[config.mk]
export PLATFORM = sky130hd
export DESIGN_NAME = piso_shift_tx
export DESIGN_NICKNAME = d
export VERILOG_FILES = /design/src/rtl/piso_shift_tx.sv
export SDC_FILE = /design/constraint.sdc
export NUM_CORES = 1
export LEC_CHECK = 0
export ABC_AREA = 1
export CAP_MARGIN = 20
export CORE_AREA = 4 4 45 47
export DETAILED_ROUTE_END_ITERATION = 8
export DIE_AREA = 0 0 49 51
export PLACE_DENSITY = 0.67
export SYNTH_ARGS = -nofsm -noshare
export SYNTH_HDL_FRONTEND = slang
export SYNTH_SLANG_ARGS = --single-unit
[constraint.sdc]
create_clock -name clk -period 2.6 [get_ports clk]
set_input_delay 0.52 -clock clk [delete_from_list [all_inputs] [get_ports clk]]
set_output_delay 0.52 -clock clk [all_outputs]
set_load 0.02 [all_outputs]
[src/rtl/piso_shift_tx.sv]
// -----------------------------------------------------------------------------
// piso_shift_tx
//
// Parallel-in / serial-out transmitter. When start is accepted in IDLE, an N-bit
// word is captured and shifted out LSB-first, one bit per clock. Status outputs
// (busy / ready / done) let a controller stream words back-to-back with a single
// IDLE cycle between frames. A right-shifting receiver that shifts on clk while
// s_valid is high ends up holding the original word.
//
// Optional feature (compile-time macro PIPO_TX_PARITY_EN):
//   When defined, an extra PAR cycle follows the last data bit and carries the
//   even parity (XOR) of the captured word. done then moves to the PAR cycle and
//   the frame becomes N+1 cycles long. When undefined, no parity logic exists.
//
// Ports:
//   clk      in   rising-edge clock
//   reset    in   asynchronous, active-high reset
//   start    in   transmit request, sampled only while ready = 1
//   din      in   [N-1:0] parallel word, captured on the accepting edge only
//   s_out    out  serial data, LSB first; 0 when no frame bit is on the line
//   s_valid  out  high in every cycle that s_out carries a frame bit
//   busy     out  high from the cycle after acceptance through the last bit
//   ready    out  high in IDLE (always ~busy)
//   done     out  one-cycle pulse coincident with the last frame bit
//
// All outputs are decoded from registered state only; start and din have no
// combinational path to any output.
// -----------------------------------------------------------------------------
module piso_shift_tx #(
    parameter int N = 8
) (
    input  logic         clk,
    input  logic         reset,
    input  logic         start,
    input  logic [N-1:0] din,
    output logic         s_out,
    output logic         s_valid,
    output logic         busy,
    output logic         ready,
    output logic         done
);

    localparam int             CW   = $clog2(N + 1);
    localparam logic [CW-1:0]  LAST = CW'(N - 1);

`ifdef PIPO_TX_PARITY_EN
    typedef enum logic [1:0] {IDLE, SHIFT, PAR} state_t;
`else
    typedef enum logic [1:0] {IDLE, SHIFT} state_t;
`endif

    state_t        state, state_next;
    logic [N-1:0]  sh_reg, sh_next;
    logic [CW-1:0] cnt, cnt_next;
`ifdef PIPO_TX_PARITY_EN
    logic          par_reg, par_next;
`endif

    // NOTE: sequential state uses non-blocking assignments so every register
    // samples the pre-edge values of its neighbours, regardless of block order.
    always_ff @(posedge clk or posedge reset) begin
        if (reset) begin
            state   <= IDLE;
            sh_reg  <= '0;
            cnt     <= '0;
`ifdef PIPO_TX_PARITY_EN
            par_reg <= 1'b0;
`endif
        end else begin
            state   <= state_next;
            sh_reg  <= sh_next;
            cnt     <= cnt_next;
`ifdef PIPO_TX_PARITY_EN
            par_reg <= par_next;
`endif
        end
    end

    always_comb begin
        // NOTE: every signal driven here gets a default first, so no path
        // through the case statement can leave one unassigned and infer a latch.
        state_next = state;
        sh_next    = sh_reg;
        cnt_next   = cnt;
`ifdef PIPO_TX_PARITY_EN
        par_next   = par_reg;
`endif
        s_out      = 1'b0;
        s_valid    = 1'b0;
        busy       = 1'b0;
        ready      = 1'b0;
        done       = 1'b0;

        case (state)
            IDLE: begin
                ready = 1'b1;
                if (start) begin
                    sh_next    = din;
                    cnt_next   = '0;
`ifdef PIPO_TX_PARITY_EN
                    par_next   = ^din;
`endif
                    state_next = SHIFT;
                end
            end

            SHIFT: begin
                s_out    = sh_reg[0];
                s_valid  = 1'b1;
                busy     = 1'b1;
                // Zero-fill from the top so the register is clean once the
                // frame has drained.
                sh_next  = {1'b0, sh_reg[N-1:1]};
                cnt_next = cnt + 1'b1;
                if (cnt == LAST) begin
`ifdef PIPO_TX_PARITY_EN
                    state_next = PAR;
`else
                    done       = 1'b1;
                    state_next = IDLE;
`endif
                end
            end

`ifdef PIPO_TX_PARITY_EN
            PAR: begin
                s_out      = par_reg;
                s_valid    = 1'b1;
                busy       = 1'b1;
                done       = 1'b1;
                state_next = IDLE;
            end
`endif

            default: begin
                state_next = IDLE;
            end
        endcase
    end

endmodule

==> results by group, run 1 <==
Outcome
  • Outcome: finished, final reports clean

Cells and area
  • Register Area: 325 sq um
  • Cell area after layout: 802 sq um
  • Layout Area Growth over Synthesis: 28.7%
  • Antenna Cells: 0
  • Fill cell count: 177
  • Final Net Count: 107
  • Max reg flops: 8
  • Multi-input logic area: 245 sq um
  • Fraction of layout cells with a size suffix above 1: 0.0957

Timing
  • TNS Setup: 0 ns
  • Final setup viols: 0
  • Clock Skew: 0.00175 ns
  • Hold Vio Cnt, Final: 0
  • Final period utilization: 0.850
  • Worst Hold Margin: 0.483 ns
  • Final Critical Period: 2.21 ns
  • RSZ-0062 raised after global routing: no
  • Fmax: 452 MHz
  • Slew @ Worst Pin: 0.521 ns
  • Slew Viols, Final: 0
  • Slew headroom: 0.652
  • Post-layout worst setup margin: 0.389 ns

Synth
  • Sequential cell area fraction in the yosys report: 0.522
  • Mean Syn Cell Area: 8.09 sq um
  • FF+latch count, synth: 13
  • Post-Synthesis Cells: 77
  • Cell variety after synth: 14
  • Synthesized Nets: 89
  • Yosys warns: 0
  • Mapped Area: 623 sq um

Drt
  • Routed wire per std cell: 10.8 um
  • Drt first-iter violations: 1
  • Vias: 525
  • Drt total wl: 1200 um
  • Pre-antenna DRT Iters: 4
  • DR DRC count: 0
  • Routed Antenna Nets: 0
  • Routed vias/inst: 4.73

Setup path
  • Max incr delay on CP: 0.62 ns
  • CP max FO: 4
  • Crit Path Class: flop to primary output
  • Crit. End Element: primary output
  • Buffers & Inverters on Critical Path: 1
  • Critical-path top delay cell: clkdlybuf4s50_1
  • Worst path arrival time: 1.69 ns
  • CP top delay family: buffers and inverters
  • CP Cell Sequence: ha_1 > nand2_1 > nor3_4 > clkdlybuf4s50_1
  • Critical Path Start Type: flop
  • WP data required: 2.08 ns

Die
  • DIE WIDTH: 49 um
  • Cell Rows: 15
  • Die ar.: 2500 sq um
  • Starting Density: 0.377
  • Core ar.: 1650 sq um
  • Die height: 51 um
  • # IOs: 16

Pwr
  • Sequential Power Share: 0.393
  • Pleak: 0.000405 uW
  • Pwr Density: 1070 nW/um^2
  • Pint: 511 uW
  • Clock power frac: 0.147
  • Switch Pwr: 347 uW
  • Max VDD drop: 0.000538 V
  • Sw Ratio: 0.404
  • Gate power share: 0.460
  • Tot Pwr: 857 uW

Place
  • IO Port Bufs: 15
  • Final Wtd Congestion: 0.771
  • Placed cell areas: 776 sq um
  • Post-DP HPWL: 888 um
  • Pre-CTS WS: 0.687 ns

Global route
  • First-pass GRT wire length: 2030 um
  • Vias in the first global route: 472
  • Overflow after GRT: 0
  • Largest net degree at the start of global routing: 16
  • Total Routing Usage GR: 0.106
  • Initial antenna violation count: 0

CTS
  • CTS tree: done
  • Clock Path Buffers: 2
  • Post_cts resized: 0
  • TritonCTS Sinks: 13
  • Latest clock arrival within the worst-skew pair: 0.27 ns
  • H-tree levels: 1
  • Setup bufs post-CTS: 0
  • Clock slew at reported path FFs: 0.08 ns
  • CTS Hold Bufs: 0
  • Number of buffers created by CTS: 3
  • CTS Root Cell: clkbuf_4

Min path
  • Worst min path class: flop to flop

Job
  • Max_cap viols: 0
## power groups by stage
stage | sequential [uW] | combinational, uW | clock (uW)
6_report | 337 | 394 | 126
5_1_grt | 347 | 445 | 135
4_1_cts | 338 | 405 | 130
3_5_place_dp | 342 | 405 | 0
3_3_place_gp | 337 | 391 | 0
2_1_floorplan | 351 | 266 | 0
## logic make-up (layout without fill, tap and decap cells)
logic type | after synthesis | count (layout) | share of synthesized area
AOI/OAI and AO/OA | 2 | 2 | 0.0160
adders and majority gates | 1 | 1 | 0.0201
buffers and inverters | 10 | 27 | 0.0843
DFF | 13 | 13 | 0.522
and+or+nand+nor | 51 | 51 | 0.357
## layer usage
layer	wire (um)	share of wire	track usage	up-vias
met5	0	0	0	-
met4	12	0.010	0.0538	0
met3	78	0.065	0.0408	2
met1	539	0.45	0.140	242
met2	565	0.47	0.150	13
li1	-	-	-	268
## path summary, 6_finish.rpt
kind | endpoint | cells past startpoint | slack [ns] | startpoint
worst max-delay path | done | 4 | 0.39 | cnt[0]
worst min-delay path | sh_reg[7] | 2 | 0.48 | sh_reg[7]
worst max register to register | cnt[0] | 4 | 1.33 | state[0]
worst min register to register | sh_reg[7] | 2 | 0.48 | sh_reg[7]
max in group asynchronous | cnt[0] | 2 | 1.68 | reset
min in group asynchronous | sh_reg[5] | 2 | 0.57 | reset
## cells in the final DEF (no fill, tap or decap), types with 2 or more instances in the layout
cell type        synthesis  final
clkbuf_4                 0      3
clkdlybuf4s50_1          0     15
dfrtp_1                 13     13
inv_1                    6      6
nand2_1                 37     37
nand3_1                  9      9
nor2_2                   2      2
## through the flow
stage           util  std cells
2_1_floorplan      -         77
3_3_place_gp   0.470        107
3_5_place_dp   0.470        107
4_1_cts        0.486        111
5_1_grt        0.486        111
6_report       0.486        111
## tightest hold or removal path: stages (launching register included)
cell     delay (ns)
dfrtp_1        0.35
nand2_1        0.05
nand2_1        0.05
## cell usage after synthesis (all sizes together)
library cell	n	area (sq um)
buf	3	26.3
nor2	3	16.3
a21oi	1	5.00
nand2	37	139
o21ai	1	5.00
ha	1	12.5
nor3	1	16.3
or2	1	6.26
inv	7	26.3
dfrtp	13	325
nand3	9	45.0
## layout make-up
cell class | count | share of cell area
multi-input combinational | 54 | 0.306
inverter | 7 | 0.0328
timing repair buffer | 16 | 0.197
tap | 17 | 0.0265
clock buffer | 4 | 0.0328
sequential | 13 | 0.406
No activity file was read; power rests on OpenSTA's default activity.
==> run 2: changes to the inputs <==
--- a/config.mk
+++ b/config.mk
@@ -5,12 +5,13 @@
 export SDC_FILE = /design/constraint.sdc
 export NUM_CORES = 1
 export LEC_CHECK = 0
-export ABC_AREA = 1
 export CAP_MARGIN = 20
 export CORE_AREA = 4 4 45 47
+export CTS_CLUSTER_SIZE = 12
 export DETAILED_ROUTE_END_ITERATION = 8
 export DIE_AREA = 0 0 49 51
-export PLACE_DENSITY = 0.67
+export GPL_ROUTABILITY_DRIVEN = 0
+export PLACE_DENSITY = 0.66
 export SYNTH_ARGS = -nofsm -noshare
 export SYNTH_HDL_FRONTEND = slang
 export SYNTH_SLANG_ARGS = --single-unit
==> run 2 against run 1 <==
- wire length fell by 9.1%
- combinational power decreased by 19%
- area after synthesis decreased by 1.0%
- critical path depth down 1
- first-iteration DRC count rose by 100%
- sequential power up 5%
- power down 6.8%
- sequential share of layout area up 0.58 points
- hold slack got worse by 0.0027 ns
- critical path type unchanged
==> results by group, run 2 <==
Cells and area
  • Max reg flops: 8
  • Commonest non-fill, non-tap cell in the layout: clkdlybuf4s50_1
  • Fill cell count: 170
  • Register Area: 325 sq um
  • Most frequent cells in the layout: 15 x clkdlybuf4s50_1, 13 x dfrtp_1, 11 x nand2_1
  • Final Net Count: 89
  • Multi-input logic area: 249 sq um
  • Layout Area Growth over Synthesis: 28.2%
  • Antenna Cells: 0
  • Fraction of layout cells with a size suffix above 1: 0.0789

Die
  • Core ar.: 1650 sq um
  • Die ar.: 2500 sq um
  • # IOs: 16
  • Cell Rows: 15
  • Starting Density: 0.373
  • Die height: 51 um
  • DIE WIDTH: 49 um

Setup path
  • CP top delay family: buffers and inverters
  • Max incr delay on CP: 0.63 ns
  • Worst path arrival time: 1.82 ns
  • CP startpoint: state[0]
  • RR Startpoint: cnt[0]
  • Buffers & Inverters on Critical Path: 2
  • Crit Path Class: flop to primary output
  • CP max FO: 11
  • Crit. End Element: primary output
  • Critical Path Start Type: flop
  • WP data required: 2.08 ns
  • Critical-path top delay cell: clkdlybuf4s50_1
  • CP Cell Sequence: inv_1 > nor3_2 > clkdlybuf4s50_1

Place
  • IO Port Bufs: 15
  • Post-DP HPWL: 805 um

Timing
  • Final setup viols: 0
  • Fmax: 427 MHz
  • Slew headroom: 0.617
  • Hold Vio Cnt, Final: 0
  • Slew Viols, Final: 0
  • TNS Setup: 0 ns
  • Clock Skew: 0.00280 ns
  • RSZ-0062 raised after global routing: no
  • Final Critical Period: 2.34 ns
  • Final period utilization: 0.900
  • Slew @ Worst Pin: 0.572 ns

CTS
  • H-tree levels: 1
  • Clock Path Buffers: 2
  • CTS tree: done
  • Post_cts resized: 0
  • Clock slew at reported path FFs: 0.08 ns
  • TritonCTS Sinks: 13
  • CTS Hold Bufs: 0
  • CTS Root Cell: clkbuf_4
  • Setup bufs post-CTS: 0
  • Latest clock arrival within the worst-skew pair: 0.28 ns
  • Number of buffers created by CTS: 3

Global route
  • Global routing's busiest layer: met2
  • Vias in the first global route: 460
  • First-pass GRT wire length: 1960 um
  • Met3 Use GR: 0.0321
  • Total Routing Usage GR: 0.105
  • Overflow after GRT: 0
  • Met2 Usage GRT: 0.148
  • Initial antenna violation count: 0
  • Largest net degree at the start of global routing: 14
  • GRT met1 Usage: 0.128

Drt
  • Routed Antenna Nets: 0
  • Drt first-iter violations: 2
  • Pre-antenna DRT Iters: 3
  • Routed vias/inst: 4.96
  • DR DRC count: 0
  • Drt total wl: 1090 um
  • Routed wire per std cell: 11.7 um
  • Vias: 461

Synth
  • Mapped Area: 617 sq um
  • Post-Synth Adder-Cell Area: 0.0203
  • Cell taking the most area after synthesis: dfrtp_1
  • Ys flop type: dfrtp_1
  • Synth Area in Compound Gates: 0.0953
  • Cell variety after synth: 16
  • Ys async rst share: 1.00
  • Yosys warns: 0
  • Sequential cell area fraction in the yosys report: 0.527
  • Largest family of logic cells by synthesized area: multiplexers
  • Post-synth top area share: 0.527
  • Post-Synthesis Cells: 60
  • Mean Syn Cell Area: 10.3 sq um
  • Synth cell count leaders: 13 x dfrtp_1, 11 x nand2_1, 9 x mux2i_1, 8 x o21ai_0, 4 x nor2_1
  • Multiplexer share of the synthesized area: 0.146
  • Synthesized Nets: 72
  • Simple-gate share of the synthesized area: 0.128
  • Synth Area in XOR/XNOR: 0.0142
  • FF+latch count, synth: 13
  • Number of flops mapped to enable cells by yosys: 0
  • Most instantiated library cell after synthesis: dfrtp_1
  • Synth area leaders: dfrtp_1 53%, mux2i_1 15%, nand2_1 6.7%

Pwr
  • Pwr Density: 1010 nW/um^2
  • Pleak: 0.000371 uW
  • Max VDD drop: 0.000434 V
  • Tot Pwr: 799 uW

Min path
  • Hold Startpoint: sh_reg[1]
  • Worst min path class: flop to flop

Outcome
  • Outcome: finished, final reports clean

Job
  • Max_cap viols: 0
[run 2: cell types whose count changed after synthesis, sizes merged, moves of 4 or more]
cell	change
nand3	-9
nand2	-26
o21ai	+9
mux2i	+9
inv	-4
[run 2: report_power, final]
part           internal (uW)  total [uW]  switching, uW
registers                285         353           68.4
clock network           59.6         128           68.4
logic                    161         318            157
[run 2: layout make-up]
type,count,area share
multi-input combinational,40,0.315
tap,17,0.0269
sequential,13,0.411
timing repair buffer,16,0.199
inverter,3,0.0142
clock buffer,4,0.0332
[run 2: cell families (layout without fill, tap and decap cells)]
logic type | count (synthesis) | count (layout)
XOR/XNOR | 1 | 1
AO/OA/AOI/OAI | 11 | 11
multiplexers | 9 | 9
adder cells (fa/ha/maj) | 1 | 1
flip-flops | 13 | 13
AND/OR/NAND/NOR | 18 | 18
buffers and inverters | 7 | 23
[run 2: worst min-delay path, stage by stage (launching register included)]
cell and delay [ns]:
dfrtp_1 0.35, nand2_1 0.05, o21ai_0 0.06
[run 2: metal layers]
metal  vias up  wire length, um
li1        236                -
met1       207              531
met2        13              444
met3         5               66
met4         0               44
met5         -                0
[run 2: path summary, 6_finish.rpt]
| kind | end | slack [ns] | depth (start not counted) |
|---|---|---|---|
| max | done | 0.26 | 3 |
| min | sh_reg[0] | 0.48 | 2 |
| max reg2reg | cnt[2] | 1.45 | 4 |
| min reg2reg | sh_reg[0] | 0.48 | 2 |
| max in group asynchronous | sh_reg[4] | 1.73 | 2 |
| min in group asynchronous | cnt[3] | 0.55 | 2 |
[run 2: stage by stage]
step / setup slack [ns] / utilization / hold slack, ns / std cells / instance area (sq um)
2_1_floorplan: 0.994 / - / 0.397 / 60 / 617
3_3_place_gp: 0.603 / 0.463 / 0.465 / 89 / 764
3_5_place_dp: 0.558 / 0.463 / 0.471 / 89 / 764
4_1_cts: 0.241 / 0.479 / 0.489 / 93 / 791
5_1_grt: 0.159 / 0.479 / 0.510 / 93 / 791
6_report: 0.260 / 0.479 / 0.480 / 93 / 791
